### src/rtl/ex_pkg.sv
// Shared constants, enums and helpers for the long-op execute sequencer.
package ex_pkg;

    localparam logic [9:0] CSEL_DIV = 10'b00_0000_1000;
    localparam logic [9:0] CSEL_MUL = 10'b00_1000_0000;

    localparam int unsigned PSW_CY = 3;
    localparam int unsigned PSW_OV = 2;
    localparam int unsigned PSW_S  = 1;
    localparam int unsigned PSW_Z  = 0;

    typedef enum logic [1:0] {
        SINGLE = 2'd0,
        MUL    = 2'd1,
        DIV    = 2'd2
    } op_class_e;

    typedef enum logic [2:0] {
        IDLE    = 3'd0,
        MUL1    = 3'd1,
        DIV_RUN = 3'd2,
        DIV_FIX = 3'd3,
        DONE    = 3'd4
    } state_e;

    function automatic op_class_e op_class(input logic [9:0] csel);
        op_class_e c;
        c = SINGLE;
        if (csel == CSEL_DIV) c = DIV;
        else if (csel == CSEL_MUL) c = MUL;
        return c;
    endfunction

    // DIV flag word: CY always 0 (never written), S/Z follow the quotient.
    function automatic logic [3:0] div_flags(input logic ov, input logic [31:0] quo);
        logic [3:0] f;
        f         = 4'b0000;
        f[PSW_OV] = ov;
        f[PSW_S]  = quo[31];
        f[PSW_Z]  = (quo == 32'd0);
        return f;
    endfunction

endpackage

### src/rtl/ex_longop_ctrl_div_iter.sv
// Unsigned radix-2 restoring divider: one quotient bit per step.
module div_iter
    import ex_pkg::*;
(
    input  logic        clk,
    input  logic        rst_n,
    input  logic        load,
    input  logic        step,
    input  logic [31:0] dividend,
    input  logic [31:0] divisor,
    output logic [31:0] quotient,
    output logic [31:0] remainder
);

    logic [31:0] r_quo;
    logic [31:0] r_rem;
    logic [31:0] r_dvs;
    logic [32:0] w_shift;
    logic [32:0] w_diff;

    // Quotient register doubles as the dividend shift register.
    assign w_shift = {r_rem, r_quo[31]};
    assign w_diff  = w_shift - {1'b0, r_dvs};

    always_ff @(posedge clk or negedge rst_n) begin
        if (!rst_n) begin
            r_quo <= '0;
            r_rem <= '0;
            r_dvs <= '0;
        end else if (load) begin
            r_quo <= dividend;
            r_rem <= '0;
            r_dvs <= divisor;
        end else if (step) begin
            if (!w_diff[32]) begin
                r_rem <= w_diff[31:0];
                r_quo <= {r_quo[30:0], 1'b1};
            end else begin
                r_rem <= w_shift[31:0];
                r_quo <= {r_quo[30:0], 1'b0};
            end
        end
    end

    assign quotient  = r_quo;
    assign remainder = r_rem;

endmodule

### src/rtl/ex_longop_ctrl.sv
// Long-op sequencer: forwards single-cycle ops, runs MUL/DIV internally and
// hands results to MEM through a valid/ready handshake.
module ex_longop_ctrl
    import ex_pkg::*;
#(
    parameter int unsigned DIV_CYCLES = 32,
    parameter int unsigned CSEL_W     = 10
) (
    input  logic              clk,
    input  logic              rst_n,
    input  logic              in_valid_i,
    output logic              in_ready_o,
    input  logic [CSEL_W-1:0] circuit_sel_i,
    input  logic [4:0]        destination_i,
    input  logic [4:0]        destination2_i,
    input  logic [31:0]       reg1_i,
    input  logic [31:0]       reg2_i,
    output logic              ex_issue_o,
    input  logic              flush_i,
    output logic              out_valid_o,
    input  logic              out_ready_i,
    output logic [31:0]       result_o,
    output logic [31:0]       result2_o,
    output logic [4:0]        destination_o,
    output logic [4:0]        destination2_o,
    output logic [3:0]        psw_flags_o,
    output logic [3:0]        psw_we_o,
    output logic              busy_o
);

    localparam int unsigned CNT_W = $clog2(DIV_CYCLES + 1);

    state_e           r_state;
    logic [CNT_W-1:0] r_cnt;
    logic [31:0]      r_op1;
    logic [31:0]      r_op2;
    logic             r_dvd_neg;
    logic             r_dvs_neg;
    logic             r_in_ready;
    logic             r_busy;
    logic             r_out_valid;
    logic [31:0]      r_result;
    logic [31:0]      r_result2;
    logic [4:0]       r_dest;
    logic [4:0]       r_dest2;
    logic [3:0]       r_flags;
    logic [3:0]       r_we;

    op_class_e   w_class;
    logic        w_div_zero;
    logic        w_div_ovf;
    logic        w_div_load;
    logic        w_div_step;
    logic [31:0] w_mag_dvd;
    logic [31:0] w_mag_dvs;
    logic [31:0] w_quo;
    logic [31:0] w_rem;
    logic [31:0] w_q_fix;
    logic [31:0] w_r_fix;
    logic [63:0] w_prod;

    assign w_class    = op_class(10'(circuit_sel_i));
    assign w_div_zero = (reg1_i == 32'd0);
    assign w_div_ovf  = (reg2_i == 32'h8000_0000) && (reg1_i == 32'hFFFF_FFFF);
    assign w_mag_dvd  = reg2_i[31] ? -reg2_i : reg2_i;
    assign w_mag_dvs  = reg1_i[31] ? -reg1_i : reg1_i;

    assign w_div_load = (r_state == IDLE) && in_valid_i && !flush_i && (w_class == DIV)
                        && !w_div_zero && !w_div_ovf;
    assign w_div_step = (r_state == DIV_RUN) && !flush_i;

    assign ex_issue_o = (r_state == IDLE) && in_valid_i && !flush_i && (w_class == SINGLE);

    assign w_prod  = $signed({{32{r_op2[31]}}, r_op2}) * $signed({{32{r_op1[31]}}, r_op1});
    assign w_q_fix = (r_dvd_neg ^ r_dvs_neg) ? -w_quo : w_quo;
    assign w_r_fix = r_dvd_neg ? -w_rem : w_rem;

    div_iter u_div_iter (
        .clk       (clk),
        .rst_n     (rst_n),
        .load      (w_div_load),
        .step      (w_div_step),
        .dividend  (w_mag_dvd),
        .divisor   (w_mag_dvs),
        .quotient  (w_quo),
        .remainder (w_rem)
    );

    always_ff @(posedge clk or negedge rst_n) begin
        if (!rst_n) begin
            r_state     <= IDLE;
            r_cnt       <= '0;
            r_op1       <= '0;
            r_op2       <= '0;
            r_dvd_neg   <= 1'b0;
            r_dvs_neg   <= 1'b0;
            r_in_ready  <= 1'b1;
            r_busy      <= 1'b0;
            r_out_valid <= 1'b0;
            r_result    <= '0;
            r_result2   <= '0;
            r_dest      <= '0;
            r_dest2     <= '0;
            r_flags     <= '0;
            r_we        <= '0;
        end else if (flush_i) begin
            r_state     <= IDLE;
            r_in_ready  <= 1'b1;
            r_busy      <= 1'b0;
            r_out_valid <= 1'b0;
        end else begin
            case (r_state)
                IDLE: begin
                    if (in_valid_i && (w_class != SINGLE)) begin
                        r_dest     <= destination_i;
                        r_dest2    <= destination2_i;
                        r_in_ready <= 1'b0;
                        r_busy     <= 1'b1;
                        if (w_class == MUL) begin
                            r_op1   <= reg1_i;
                            r_op2   <= reg2_i;
                            r_state <= MUL1;
                        end else begin
                            r_we <= 4'b0111;
                            // Zero divisor and INT_MIN/-1 skip the iteration.
                            if (w_div_zero) begin
                                r_result    <= 32'd0;
                                r_result2   <= reg2_i;
                                r_flags     <= div_flags(1'b1, 32'd0);
                                r_out_valid <= 1'b1;
                                r_state     <= DONE;
                            end else if (w_div_ovf) begin
                                r_result    <= 32'h8000_0000;
                                r_result2   <= 32'd0;
                                r_flags     <= div_flags(1'b1, 32'h8000_0000);
                                r_out_valid <= 1'b1;
                                r_state     <= DONE;
                            end else begin
                                r_dvd_neg <= reg2_i[31];
                                r_dvs_neg <= reg1_i[31];
                                r_cnt     <= CNT_W'(DIV_CYCLES);
                                r_state   <= DIV_RUN;
                            end
                        end
                    end
                end
                MUL1: begin
                    r_result    <= w_prod[31:0];
                    r_result2   <= w_prod[63:32];
                    r_flags     <= 4'b0000;
                    r_we        <= 4'b0000;
                    r_out_valid <= 1'b1;
                    r_state     <= DONE;
                end
                DIV_RUN: begin
                    r_cnt <= r_cnt - CNT_W'(1);
                    if (r_cnt == CNT_W'(1)) r_state <= DIV_FIX;
                end
                DIV_FIX: begin
                    r_result    <= w_q_fix;
                    r_result2   <= w_r_fix;
                    r_flags     <= div_flags(1'b0, w_q_fix);
                    r_out_valid <= 1'b1;
                    r_state     <= DONE;
                end
                DONE: begin
                    if (out_ready_i) begin
                        r_out_valid <= 1'b0;
                        r_in_ready  <= 1'b1;
                        r_busy      <= 1'b0;
                        r_state     <= IDLE;
                    end
                end
                default: r_state <= IDLE;
            endcase
        end
    end

    assign in_ready_o     = r_in_ready;
    assign busy_o         = r_busy;
    assign out_valid_o    = r_out_valid;
    assign result_o       = r_result;
    assign result2_o      = r_result2;
    assign destination_o  = r_dest;
    assign destination2_o = r_dest2;
    assign psw_flags_o    = r_flags;
    assign psw_we_o       = r_we;

endmodule

### config.mk
export PLATFORM = sky130hd
export DESIGN_NAME = ex_longop_ctrl
export DESIGN_NICKNAME = d
export VERILOG_FILES = /design/src/rtl/ex_pkg.sv /design/src/rtl/ex_longop_ctrl_div_iter.sv /design/src/rtl/ex_longop_ctrl.sv
export SDC_FILE = /design/constraint.sdc
export NUM_CORES = 2
export LEC_CHECK = 0
export BUFFER_PORTS_ARGS = -buffer_cell sky130_fd_sc_hd__buf_2
export CELL_PAD_IN_SITES_DETAIL_PLACEMENT = 1
export CELL_PAD_IN_SITES_GLOBAL_PLACEMENT = 2
export CORE_MARGIN = 5
export CORE_UTILIZATION = 38
export DETAILED_ROUTE_END_ITERATION = 10
export PLACE_DENSITY_LB_ADDON = 0.12
export SLEW_MARGIN = 10
export SYNTH_ARGS = -nofsm -noshare
export SYNTH_HDL_FRONTEND = slang
export SYNTH_SLANG_ARGS = --single-unit
### constraint.sdc
create_clock -name clk -period 7.3 [get_ports clk]
set_clock_uncertainty 0.15 [all_clocks]
set_input_delay 1.46 -clock clk [delete_from_list [all_inputs] [get_ports clk]]
set_output_delay 1.46 -clock clk [all_outputs]
set_load 0.02 [all_outputs]
# Word-level counts from Yosys, hierarchy flattened
# Index checks and enable logic that the tools add are counted.
totals:
  ff_bits: 256
  in_bits: 89
  out_inout_bits: 86
  elab_cells: 141
op_classes:
  n_addsub: 6
  multipliers: 1
  n_eq_ne: 21
  mux: 57
  bitwise: 5
  n_reduce_logical: 33
ops:
  columns: ["operator", "n"]
  rows:
  - ["32-bit 2-to-1 mux", 17]
  - ["32-bit one-hot mux with 3 select lines", 2]
  - ["32-bit negator", 4]
  - ["32-bit equality test (second input constant)", 2]
  - ["32-bit zero test", 2]
  - ["32-bit by 32-bit multiplier with 64-bit output", 1]
  - ["33-bit by 32-bit subtractor with 33-bit output", 1]
  - ["4-bit 2-to-1 mux", 6]
  - ["6-bit 2-to-1 mux", 4]
  - ["3-bit 2-to-1 mux", 7]
  - ["1-bit 2-to-1 mux", 13]
  - ["3-bit one-hot mux with 4 select lines", 1]
  - ["4-bit one-hot mux with 3 select lines", 1]
  - ["6-bit one-hot mux with 2 select lines", 1]
  - ["6-bit AND reduction", 2]
  - ["10-bit by 4-bit equality test with 1-bit output (second input constant)", 1]
  - ["10-bit by 8-bit equality test with 1-bit output (second input constant)", 1]
  - ["5-bit AND reduction", 2]
  - ["1-bit logical AND", 9]
  - ["3-bit != test (second input constant)", 3]
  - ["3-bit AND reduction", 3]
  - ["4-bit one-hot mux with 2 select lines", 1]
  - ["4-bit AND reduction", 2]
  - ["2-bit nonzero test", 4]
  - ["22 further kinds", 33]

# Logic depth before layout (Yosys ltp)
depth:
  word_depth: 8
  ltp_mapped: 30
  depth_no_buf: 28

# Hierarchy
# A second synthesis with hierarchy kept.
hier_totals:
  hier_cells: 5650
  area_unflattened_um2: 52012.4
modules_own_cells:
  columns: ["module", "n_inst", "cells_per_inst", "area_per_inst_um2", "seq_area_each_um2"]
  rows:
  - ["ex_longop_ctrl", 1, 4948, 45949.1, 3905.0]
  - ["div_iter", 1, 702, 6063.3, 2402.3]

# Worst setup path before layout
# Ideal clock, no wire load.
synth_timing:
  kind: "reg-to-reg"
  from: "register r_op1[2]"
  to: "register r_result2[28] (netlist: result2_o[28])"
  setup_ns: 0.087
  arrival_time_ns: 7.770
  t_required_ns: 7.063
  path_slack_ns: -0.707
  stages_incl_launch_ff: 28
  path_buffers: 2
  period_less_slack_ns: 8.007
  cell_sequence: "dfrtp_1 > clkbuf_1 > nand2_1 > inv_1 > fa_1 > fa_1 > fa_1 > fa_1 > inv_1 > fa_1 > inv_1 > fa_1 > inv_1 > fa_1 > inv_1 > fa_1 > ha_1 > clkbuf_1 > a21o_1 > a21oi_1 > o21ai_0 > nor2_1 > nor2_1 > a21oi_1 > a21oi_1 > nand3_1 > a2111o_1 > o211ai_1"
synth_between:
  elab_chain_cells: 2
synth_lines:
  columns: ["element", "line_no", "text"]
  rows:
  - ["start: declaration", "ex_longop_ctrl.sv:35", "logic [31:0] r_op1;"]
  - ["start signal: assignment", "ex_longop_ctrl.sv:120", "r_op1 <= reg1_i;"]
  - ["32-bit by 32-bit multiplier with 64-bit output", "ex_longop_ctrl.sv:74", "assign w_prod = $signed({{32{r_op2[31]}}, r_op2}) * $signed({{32{r_op1[31]}}, r_op1});"]
  - ["32-bit one-hot mux with 3 select lines", "ex_longop_ctrl.sv:112", "case (r_state)"]
  - ["end signal: assignment", "ex_longop_ctrl.sv:128", "r_result2 <= reg2_i;"]
  - ["end signal: assignment", "ex_longop_ctrl.sv:149", "r_result2 <= w_prod[63:32];"]
  - ["end signal: assignment", "ex_longop_ctrl.sv:161", "r_result2 <= w_r_fix;"]
  - ["end: declaration", "ex_longop_ctrl.sv:43", "logic [31:0] r_result2;"]
# Every way passes these cells.
# A chain may end at the register's enable or synchronous reset.

# Final worst setup path
layout_timing:
  from: "register r_op2[9]"
  to: "register r_result2[24] (netlist: result2_o[24])"
layout_between:
  elab_chain_cells: 2
layout_lines:
  columns: ["element", "line_no", "text"]
  rows:
  - ["start: declaration", "ex_longop_ctrl.sv:36", "logic [31:0] r_op2;"]
  - ["start signal: assignment", "ex_longop_ctrl.sv:121", "r_op2 <= reg2_i;"]
  - ["32-bit by 32-bit multiplier with 64-bit output", "ex_longop_ctrl.sv:74", null]
  - ["32-bit one-hot mux with 3 select lines", "ex_longop_ctrl.sv:112", null]
# Every way passes these cells.

==> results.py <==
metrics = {
    "clocking": {
        "cts_tree": "done",
        "cts_buffer_depth": 3,
        "numCtsBuffers": 36,
        "cts.sinks": 252,
        "h-tree-depth": 2,
        "cts_root_buffer": "clkbuf_16",
        "path_clk_slew_ns": 0.06,
        "postCtsHoldBufs": 0,
        "clock_latency_ns": 0.56,
    },
    "sta": {
        "setup_violations": 38,
        "rsz0062_at_grt": "true",
        "maxSlewHeadroom_pct": 23.4,
        "setup_ws_ns": -0.565,
        "fin_crit_ns": 7.87,
        "fmax_mhz": 127,
        "worst_pin_slew_ns": 1.15,
        "setup_tns_ns": -13.05,
        "hold_viol_final": 0,
        "final_max_slew_viol_count": 0,
        "min_period_over_period_pct": 108,
    },
    "synthesis": {
        "seq_area_frac_synth_pct": 12.3,
        "synth.cell_area_mm2": 0.0515,
        "synth_area_per_cell_um2": 9.27,
        "async_flop_share_pct": 100,
        "synth_seq_cells": 252,
        "syn_inst": 5554,
        "yosysMostFrequentCell": "fa_1",
        "yosys_warnings": 0,
        "yosys.area.top_type": "fa_1",
        "yosys.area.top_type_share_pct": 42.1,
        "synth.distinct_cells": 91,
        "synthTopCellsByCount": "fa_1 (1083), inv_1 (1019), nand2_1 (736)",
        "synth_edf_count": 0,
        "synthTopCellsByArea": "fa_1 (42%), dfrtp_1 (12%), inv_1 (7.4%), and2_1 (6.2%), ha_1 (5.4%)",
        "synth_ff_type": "dfrtp_1",
    },
    "global_route": {
        "grt_pass1_vias": 45400,
        "antenna_found_initial": 7,
        "overflow": 0,
        "grt_usage_pct": 25.6,
        "grt_pass1_wl_um": 278000,
        "grt_max_degree": 127,
    },
    "placed_design": {
        "dpl.hpwl_um": 151000,
        "placed_cells_incl_taps": 7779,
        "place_ws_ns": -1.35,
        "numPortBuffers": 172,
        "gp_congestion": 0.867,
    },
    "floorplanning": {
        "die_w_um": 378,
        "rows": 135,
        "design.die.area_mm2": 0.143,
        "pin_count": 175,
        "die_y_um": 378,
        "coreArea_mm2": 0.135,
        "start_util_pct": 38.1,
    },
    "cells_and_area": {
        "final_core_util_pct": 46.6,
        "drive_above_1_share_pct": 21.9,
        "final_nets": 7527,
        "final_cells": 7938,
        "area_delta_synth_final_pct": 22.1,
    },
    "drt": {
        "route.vias.total": 40300,
        "drtIter0Drc": 1790,
        "routedWlPerCell_um": 23.0,
        "drtAntennaViolNets": 0,
        "drc": 0,
        "dr.pass1.iters": 5,
        "viasPerCell": 5.08,
        "wl_um": 182000,
    },
    "worst_setup_path": {
        "critPathRequiredTime_ns": 7.55,
        "cp_common_cell": "fa_1",
        "cpPeakStageDelay_ns": 0.62,
        "worstPathArrival_ns": 8.11,
        "crit_fanout": 6,
        "startpoint_type": "register",
        "worstPathCellList": "buf_4 -> and2_4 -> fa_1 -> inv_1 -> fa_1 -> inv_1 -> fa_1 -> fa_2 -> fa_1 -> fa_1 -> fa_2 -> fa_1 -> ha_4 -> and4_4 -> and3_4 -> and3_4 -> o311ai_4 -> a211oi_2 -> buf_4 -> nor2_4 -> o211a_1 -> o31ai_2 -> mux2i_1 -> o211ai_1",
        "crit_path_end_kind": "register",
        "crit_slowest_cell": "fa_2",
        "crit_type": "reg -> reg",
    },
    "run": {
        "max_cap_viol_count": 0,
    },
    "power_and_ir_drop": {
        "p_leak_nw": 30.4,
        "total_power_mw": 4.48,
        "peakVddDrop_mv": 0.165,
        "power.density_mw_per_mm2": 71.2,
    },
    "outcome": {
        "status": "finished with violations",
        "violations": "negative setup slack",
    },
    "hold_path": {
        "hp-class": "reg -> reg",
    },
}
cells in the final DEF, fill, tap and decap left out, types with 94 or more instances in the layout:
cell     count
o21ai_0    127
fa_1      1019
and2_1     489
ha_1       200
nand2_1    721
dfrtp_1    227
buf_4      531
xor2_1      94
buf_2      171
xnor2_1     96
nor2_1     172
a21oi_1    129
inv_1      998
what timing repair did:
action / CTS / global route
setup buffers: 60 / 37
gates cloned: 5 / 6
setup endpoints to repair: 46 / 46
resized for setup: 283 / 140
pin swaps: 137 / 121
hold endpoints to repair: 0 / 0
metrics by stage:
stage / cell area [um2] / hold slack, ns
4_1_cts: 61700 / 0.319
3_3_place_gp: 58800 / 0.300
2_1_floorplan: 51600 / 0.299
5_1_grt: 62800 / 0.330
6_report: 62800 / 0.314
3_5_place_dp: 58800 / 0.301
cell families (layout without fill, tap and decap cells):
logic type,Yosys count,after routing,synth area share (%)
AOI/OAI and AO/OA,692,692,8.85
xor gates and xnor gates,213,213,3.62
adders and majority gates,1307,1307,47.6
buffers and inverters,1338,1938,9.89
DFF,252,252,12.3
muxes,87,87,1.88
other,1,4,0.00729
and+or+nand+nor,1664,1664,15.9
critical path: cells and delay by family (launching register included):
family | cells | cell delay [ns]
flops | 1 | 0.50
fa+ha+maj | 9 | 4.45
simple gates | 5 | 0.82
mux | 1 | 0.33
buf+inv | 4 | 0.45
compound gates | 5 | 1.01
metal layers:
| layer | track usage, % | routed length, um | vias to the layer above |
|---|---|---|---|
| li1 | - | - | 18200 |
| met1 | 33.2 | 77200 | 21300 |
| met2 | 45.7 | 92200 | 550 |
| met3 | 2.57 | 6300 | 244 |
| met4 | 7.29 | 6760 | 2 |
| met5 | 0 | 13 | - |
final cells by class:
class | instances | area (um2)
Inverter | 1021 | 3840
Tap cell | 1781 | 2230
Clock inverter | 17 | 195
Clock buffer | 45 | 975
Sequential cell | 252 | 6340
Fill cell | 15200 | 72100
Antenna cell | 2 | 5.00
Timing Repair Buffer | 855 | 7530
Multi-Input combinational cell | 3965 | 41700
power breakdown:
group	internal (mW)	switching, mW
combinational	0.500	0.665
clock	1.06	0.749
sequential	1.43	0.0720
worst paths after layout:
path / from / endpoint / slack, ns / depth (start not counted)
max: r_op2[9] / result2_o[24] / -0.57 / 24
min: in_ready_o / in_ready_o / 0.31 / 2
max reg2reg: r_op2[9] / result2_o[24] / -0.57 / 24
min reg2reg: in_ready_o / in_ready_o / 0.31 / 2
max in group asynchronous: rst_n / r_op2[8] / 4.82 / 2
min in group asynchronous: rst_n / r_cnt[4] / 0.74 / 1
sequential cells by signal (all words and copies together), names as in the netlist:
register and flops:
u_div_iter.quotient 32, result2_o 32, out_valid_o 1, r_op2 32, r_cnt 6, destination2_o 5
r_op1 32, u_div_iter.remainder 32, destination_o 5, busy_o 1, in_ready_o 1, psw_we_o 1
r_dvs_neg 1, r_state 3, result_o 32, r_dvd_neg 1, u_div_iter.r_dvs 32, psw_flags_o 3
Power figures use the tool's default switching activity.
